[src/rtl/m_key_decoder.sv]
// PS/2 scancode-set-2 decoder: strips E0/F0 prefixes and reports the last make,
// its hold state, a movement direction and one-cycle new-key / SPACE start pulses.
module m_key_decoder #(
  parameter int TIMEOUT_CYC = 50_000_000,
  parameter int CNT_W       = 26
) (
  input  logic       clock,
  input  logic       reset,
  input  logic [7:0] ps2_key_data,
  input  logic       ps2_key_pressed,
  output logic [7:0] last_key_received,
  output logic       last_key_ext,
  output logic       key_held,
  output logic [1:0] dir,
  output logic       dir_valid,
  output logic       new_key,
  output logic       start_pulse
);

  localparam logic [1:0] IDLE    = 2'd0;
  localparam logic [1:0] EXT     = 2'd1;
  localparam logic [1:0] BRK     = 2'd2;
  localparam logic [1:0] EXT_BRK = 2'd3;

  localparam logic [7:0] PFX_EXT   = 8'hE0;
  localparam logic [7:0] PFX_BRK   = 8'hF0;
  localparam logic [7:0] KEY_SPACE = 8'h29;

  logic [1:0]       state_q, state_d;
  logic [CNT_W-1:0] cnt_q, cnt_d;
  logic [7:0]       key_q, key_d;
  logic             ext_q, ext_d;
  logic             held_q, held_d;
  logic [1:0]       dir_q, dir_d;
  logic             newKey_q, newKey_d;
  logic             start_q, start_d;

  logic             doMake, doBreak, codeExt;
  logic [2:0]       makeDir;

  // Returns {is_direction, dir} for an {ext, code} pair.
  function automatic logic [2:0] dirLookup(input logic e, input logic [7:0] b);
    logic [2:0] r;
    r = 3'b000;
    case ({e, b})
      {1'b1, 8'h75}, {1'b0, 8'h1D}: r = 3'b100;
      {1'b1, 8'h72}, {1'b0, 8'h1B}: r = 3'b101;
      {1'b1, 8'h6B}, {1'b0, 8'h1C}: r = 3'b110;
      {1'b1, 8'h74}, {1'b0, 8'h23}: r = 3'b111;
      default:                      r = 3'b000;
    endcase
    return r;
  endfunction

  always_comb begin
    state_d  = state_q;
    cnt_d    = '0;
    doMake   = 1'b0;
    doBreak  = 1'b0;
    codeExt  = 1'b0;
    if (ps2_key_pressed) begin
      case (state_q)
        IDLE: begin
          if (ps2_key_data == PFX_EXT)      state_d = EXT;
          else if (ps2_key_data == PFX_BRK) state_d = BRK;
          else                              doMake  = 1'b1;
        end
        EXT: begin
          if (ps2_key_data == PFX_BRK) begin
            state_d = EXT_BRK;
          end else if (ps2_key_data != PFX_EXT) begin
            doMake  = 1'b1;
            codeExt = 1'b1;
            state_d = IDLE;
          end
        end
        BRK: begin
          doBreak = 1'b1;
          state_d = IDLE;
        end
        default: begin
          doBreak = 1'b1;
          codeExt = 1'b1;
          state_d = IDLE;
        end
      endcase
    end else if (state_q != IDLE) begin
      // A stalled prefix is abandoned silently; the next byte starts a fresh sequence.
      cnt_d = cnt_q + 1'b1;
      if (cnt_d == CNT_W'(TIMEOUT_CYC - 1)) begin
        state_d = IDLE;
        cnt_d   = '0;
      end
    end
  end

  always_comb begin
    key_d    = key_q;
    ext_d    = ext_q;
    held_d   = held_q;
    dir_d    = dir_q;
    newKey_d = 1'b0;
    start_d  = 1'b0;
    makeDir  = dirLookup(codeExt, ps2_key_data);
    // A make of the key already held is typematic repeat and changes nothing.
    if (doMake && !(held_q && {codeExt, ps2_key_data} == {ext_q, key_q})) begin
      key_d    = ps2_key_data;
      ext_d    = codeExt;
      held_d   = 1'b1;
      newKey_d = 1'b1;
      start_d  = ({codeExt, ps2_key_data} == {1'b0, KEY_SPACE});
      if (makeDir[2]) dir_d = makeDir[1:0];
    end
    if (doBreak && {codeExt, ps2_key_data} == {ext_q, key_q}) begin
      held_d = 1'b0;
    end
  end

  always_ff @(posedge clock) begin
    if (reset) begin
      state_q  <= IDLE;
      cnt_q    <= '0;
      key_q    <= '0;
      ext_q    <= 1'b0;
      held_q   <= 1'b0;
      dir_q    <= 2'b00;
      newKey_q <= 1'b0;
      start_q  <= 1'b0;
    end else begin
      state_q  <= state_d;
      cnt_q    <= cnt_d;
      key_q    <= key_d;
      ext_q    <= ext_d;
      held_q   <= held_d;
      dir_q    <= dir_d;
      newKey_q <= newKey_d;
      start_q  <= start_d;
    end
  end

  logic [2:0] heldDir;
  assign heldDir = dirLookup(ext_q, key_q);

  assign last_key_received = key_q;
  assign last_key_ext      = ext_q;
  assign key_held          = held_q;
  assign dir               = dir_q;
  assign dir_valid         = held_q & heldDir[2];
  assign new_key           = newKey_q;
  assign start_pulse       = start_q;

endmodule

[config.mk]
export PLATFORM = sky130hd
export DESIGN_NAME = m_key_decoder
export DESIGN_NICKNAME = d
export VERILOG_FILES = /design/src/rtl/m_key_decoder.sv
export SDC_FILE = /design/constraint.sdc
export NUM_CORES = 1
export LEC_CHECK = 0
export ABC_AREA = 1
export CORE_ASPECT_RATIO = 0.9
export CORE_MARGIN = 1.5
export CORE_UTILIZATION = 30
export DETAILED_ROUTE_END_ITERATION = 8
export SLEW_MARGIN = 20
export SYNTH_ARGS = -nofsm -noshare
export SYNTH_HDL_FRONTEND = slang
export SYNTH_SLANG_ARGS = --single-unit
[constraint.sdc]
create_clock -name clock -period 2.5 [get_ports clock]
set_clock_uncertainty 0.05 [all_clocks]
set_input_delay 0.5 -clock clock [delete_from_list [all_inputs] [get_ports clock]]
set_output_delay 0.5 -clock clock [all_outputs]
set_load 0.02 [all_outputs]
== Yosys cells after proc, flatten, opt, wreduce, memory -nomap -nowiden ==
Index checks and enable logic that the tools add are counted.

* $add $sub $neg: 1
* Equal/unequal tests: 26
* Muxes and demuxes: 21
* Bitwise logic cells: 3
* Reductions and logical operators: 23

{| class="wikitable"
|+ Operator list
! kind !! count
|-
| 9-bit equality test (second input constant) || 8
|-
| 9-bit by 5-bit equality test with 1-bit output (second input constant) || 6
|-
| 9-bit by 6-bit equality test with 1-bit output (second input constant) || 3
|-
| 26-bit by 1-bit adder with 26-bit output (second input constant) || 1
|-
| 26-bit equality test (second input constant) || 1
|-
| 3-bit one-hot mux with 4 select lines || 2
|-
| 2-bit OR reduction || 12
|-
| 8-bit equality test (second input constant) || 2
|-
| 2-bit 2-to-1 mux || 7
|-
| 9-bit equality test || 1
|-
| 1-bit 2-to-1 mux || 9
|-
| 4-bit != test (second input constant) || 2
|-
| 8-bit != test (second input constant) || 1
|-
| 2-bit nonzero test || 3
|-
| 1-bit one-hot mux with 2 select lines || 2
|-
| 2-bit one-hot mux with 2 select lines || 1
|-
| 4-bit AND reduction || 1
|-
| 4-bit OR reduction || 1
|-
| 1-bit logical AND || 3
|-
| 2-bit by 1-bit equality test with 1-bit output (second input constant) || 1
|-
| 2-bit equality test (second input constant) || 1
|-
| 2-bit logical NOT || 1
|-
| 1-bit inverter || 2
|-
| 2-bit AND reduction || 1
|-
| 2 further kinds || 2
|}

* Flip-flop bits (word level): 42
* Bits of input ports: 11
* Logic and storage cells: 82

== Longest topological paths before layout ==
* Depth in word-level cells: 11
* Mapped depth: 16
* Depth with buffers taken out: 15

== Worst setup path after synthesis ==
Ideal clock, no wire load.

* Path type: reg2out
* Start: reg key_q[4], in the netlist last_key_received[4]
* End: out dir_valid
* Data arrival time: 2027 ps
* Slack: -77 ps
* Cell stages (with the launch flop): 7
* Buffers on the path: 0
* Cell sequence: dfxtp_1 inv_1 nor2_1 o211ai_1 o21ai_0 nand4_1 a2111oi_0

* Longest elaborated chain between the ends: 4
* Elaborated cells between the ends (all ways): 14
* Classes of those cells: 8 x eq/ne; 1 x mux; 1 x bitwise; 4 x reduce/logical

{| class="wikitable"
|+ RTL lines
! what !! RTL line !! RTL
|-
| from (decl) || 31 || <nowiki>logic [7:0] key_q, key_d;</nowiki>
|-
| from (signal assigned) || 132 || <nowiki>key_q <= key_d;</nowiki>
|-
| 9-bit equality test, or another cell as far along || 45 || <nowiki>case ({e, b})</nowiki>
|-
| 2-bit OR reduction || 45 ||
|-
| 3-bit one-hot mux with 4 select lines * || 45 ||
|-
| 1-bit AND * || 148 || <nowiki>assign dir_valid = held_q & heldDir[2];</nowiki>
|-
| to (decl) || 15 || <nowiki>output logic dir_valid,</nowiki>
|}

Mark *: on every way between the ends. The rest lies on a longest branch, timed or not.

== Final worst setup path ==
* Start: reg key_q[3], in the netlist last_key_received[3]
* End: out dir_valid

Same word-level chain as after synthesis.

==> results.py <==
metrics = {
    "die": {
        "rows": 32,
        "chipHeight_um": 91.83,
        "pin_count": 26,
        "start_util_pct": 30.84,
        "coreArea_um2": 8528,
        "die-area_um2": 9338,
        "fp.dieW_um": 101.7,
    },
    "grt": {
        "grt_pass1_vias": 2758,
        "grt.total_usage_pct": 15.85,
        "grt_max_degree": 14,
        "grt-ovfl-total": 0,
        "antenna_found_initial": 0,
        "grt_pass1_wl_um": 11920,
    },
    "timing": {
        "rsz0062_at_grt": "false",
        "slew_headroom_pct": 80.55,
        "period_minus_slack_ns": 2.255,
        "fin_crit_sh_pct": 90.22,
        "slew_viol_final": 0,
        "tightest_slew_ns": 0.2907,
        "tns_ns": 0,
        "hold_viol_final": 0,
        "finalSetupViolations": 0,
        "fmax_ghz": 0.4434,
        "layout_setup_ws_ns": 0.2446,
        "whs_ns": 0.4223,
    },
    "logic_synthesis": {
        "yosysMostFrequentCell": "nand2_1",
        "netlist_area_um2": 2630,
        "synth_top_flop_cell": "dfxtp_1",
        "syn_inst": 422,
        "synth_area_leaders": "dfxtp_1 32%, nand2_1 17%, nor2_1 9.4%, inv_1 7.0%, nand3_1 5.1%",
        "synth_edf_count": 0,
        "ys_async_sr_fraction_pct": 0,
        "ys_seq_elements": 42,
        "synth_common_cells": "116 x nand2_1, 66 x nor2_1, 49 x inv_1",
        "ys_seq_area_share_pct": 31.97,
        "ys_types": 32,
        "mappedNetlistNets": 435,
        "yosysTopAreaCell": "dfxtp_1",
        "synth_top_area_share_pct": 31.97,
        "synth_area_per_cell_um2": 6.232,
        "ys.warnings.count": 0,
    },
    "pwr": {
        "ir_worst_vdd_mv": 0.2362,
        "total_leakage_power_uw": 0.001257,
        "power_density_nw_per_um2": 417.4,
        "finalPower_uw": 1397,
    },
    "setup_path": {
        "cp-start-kind": "flip-flop",
        "worst_r2r_startpoint": "cnt_q[0]",
        "end_kind": "output port",
        "regToRegEndpoint": "cnt_q[13]",
        "cp_max_fo": 5,
        "crit_start": "last_key_received[3]",
        "required_ns": 1.95,
        "crit_type": "flip-flop to output port",
        "r2r_cells": 15,
        "cp.arrival_ns": 1.71,
        "r2r_slack_ns": 0.25,
    },
    "place": {
        "place_inst": 588,
        "place_hpwl_um": 5386,
        "routabilityCongestion": 0.8760,
        "dp_slack_ns": 0.02228,
        "io_buffers": 25,
    },
    "routing": {
        "wl_met2_um": 3287,
        "drt_first_pass_iters": 4,
        "remaining_drc_errors": 0,
        "highest_layer": "met4",
        "met3WireLength_um": 263,
        "met1Wirelength_um": 3035,
        "drtIter0Drc": 99,
        "routed_wirelength_um": 6706,
        "drtAntennaViolNets": 0,
        "vias_per_cell": 4.651,
        "via_count": 2772,
        "wl_per_cell_um": 11.25,
    },
    "worst_hold_path": {
        "whs_endpoint": "dir[0]",
        "hold-path-cell-count": 2,
        "hp-start": "dir[0]",
        "hp-class": "flip-flop to flip-flop",
    },
    "clocking": {
        "clkTransAtPathRegs_ns": 0.08,
        "clock_path_buffers": 2,
        "cts.sinks": 42,
        "cts_tree": "done",
        "postCtsSetupRepairBufs": 0,
        "hold_buffers": 0,
        "worstSkewPairLatency_ns": 0.31,
        "cts_made_buffers": 5,
        "h-tree-depth": 2,
        "root_buffer": "clkbuf_8",
        "cts_resized": 1,
    },
    "cells_and_area": {
        "area_growth_pct": 27.21,
        "fin_cells": 596,
        "fillers": 896,
        "drive_gt1_share_pct": 13.63,
        "fin_nets": 489,
        "n_antenna_cell": 0,
    },
    "run": {
        "max_cap_viol_count": 0,
    },
    "outcome": {
        "outcome": "finished, final reports clean",
    },
}
[worst max-delay path: stages, from the launching register on]
cell and delay (ns):
dfxtp_1 0.42, inv_1 0.08, nor2_1 0.13, o211ai_1 0.10, o21ai_0 0.10, nand4_1 0.12
a2111oi_2 0.23, clkbuf_2 0.23
[per-layer routing]
layer  vias to the layer above  GRT usage [%]
li1                       1458              -
met1                      1241          18.56
met2                        62          27.83
met3                        11          3.201
met4                         0          6.481
met5                         -              0
[cell families after synthesis]
family	after synthesis	synth area share (%)
AOI/OAI and AO/OA	59	13.03
xor gates and xnor gates	10	3.330
adders and majority gates	2	0.9513
buffers and inverters	58	9.182
DFF	42	31.97
and+or+nand+nor	251	41.53
[report_power, final]
part | internal, µW | switching [µW] | total, µW
combinational | 98.6 | 114 | 212
clock | 222 | 259 | 482
sequential | 685 | 17.8 | 703
total | 1010 | 391 | 1400
[layout make-up]
class	instances	area, µm²	area share, %
multi-input cells	322	1564	46.75
flip-flops and latches	42	840.8	25.13
repair buffers	52	498.0	14.88
inverters	53	198.9	5.946
well taps	119	148.9	4.450
clock buffers	6	82.58	2.468
clock inverters	2	12.51	0.3740
[worst max-delay path by stage]
| stage | to | slack, ns | depth (start not counted) |
|---|---|---|---|
| finish | dir_valid | 0.24 | 7 |
| global route | cnt_q[9] | 0.009 | 14 |
| CTS | dir_valid | 0.02 | 7 |
| detailed placement | last_key_received[4] | 0.02 | 14 |
| global placement | last_key_received[4] | 0.03 | 13 |
| floorplan | dir_valid | 0.17 | 6 |
[through the flow]
step,instance area (µm²),util (%)
after floorplan,2631,-
after global placement,3241,38.00
after detailed placement,3241,38.00
after CTS,3334,39.10
after global routing,3346,39.23
final,3346,39.23
[state kept, by name (all words and copies together), names as in the netlist]
name / count
last_key_received: 8
new_key: 1
start_pulse: 1
dir: 2
key_held: 1
last_key_ext: 1
state_q: 2
cnt_q: 26
[layout by cell type (no fill, tap or decap), types with 5 or more instances in the layout]
cell type and count:
clkdlybuf4s50_1 24, xnor2_1 5, inv_1 49, a21oi_2 6, xor2_1 5, buf_4 23, nor2_1 65, nand4_1 8
clkbuf_8 6, nor2_2 7, a21oi_1 26, nand2_2 5, dfxtp_1 42, nand3b_1 6, nand2_1 116, nand3_1 27
nor3_1 9, o21ai_0 19
(Power assumes the default switching activity.)
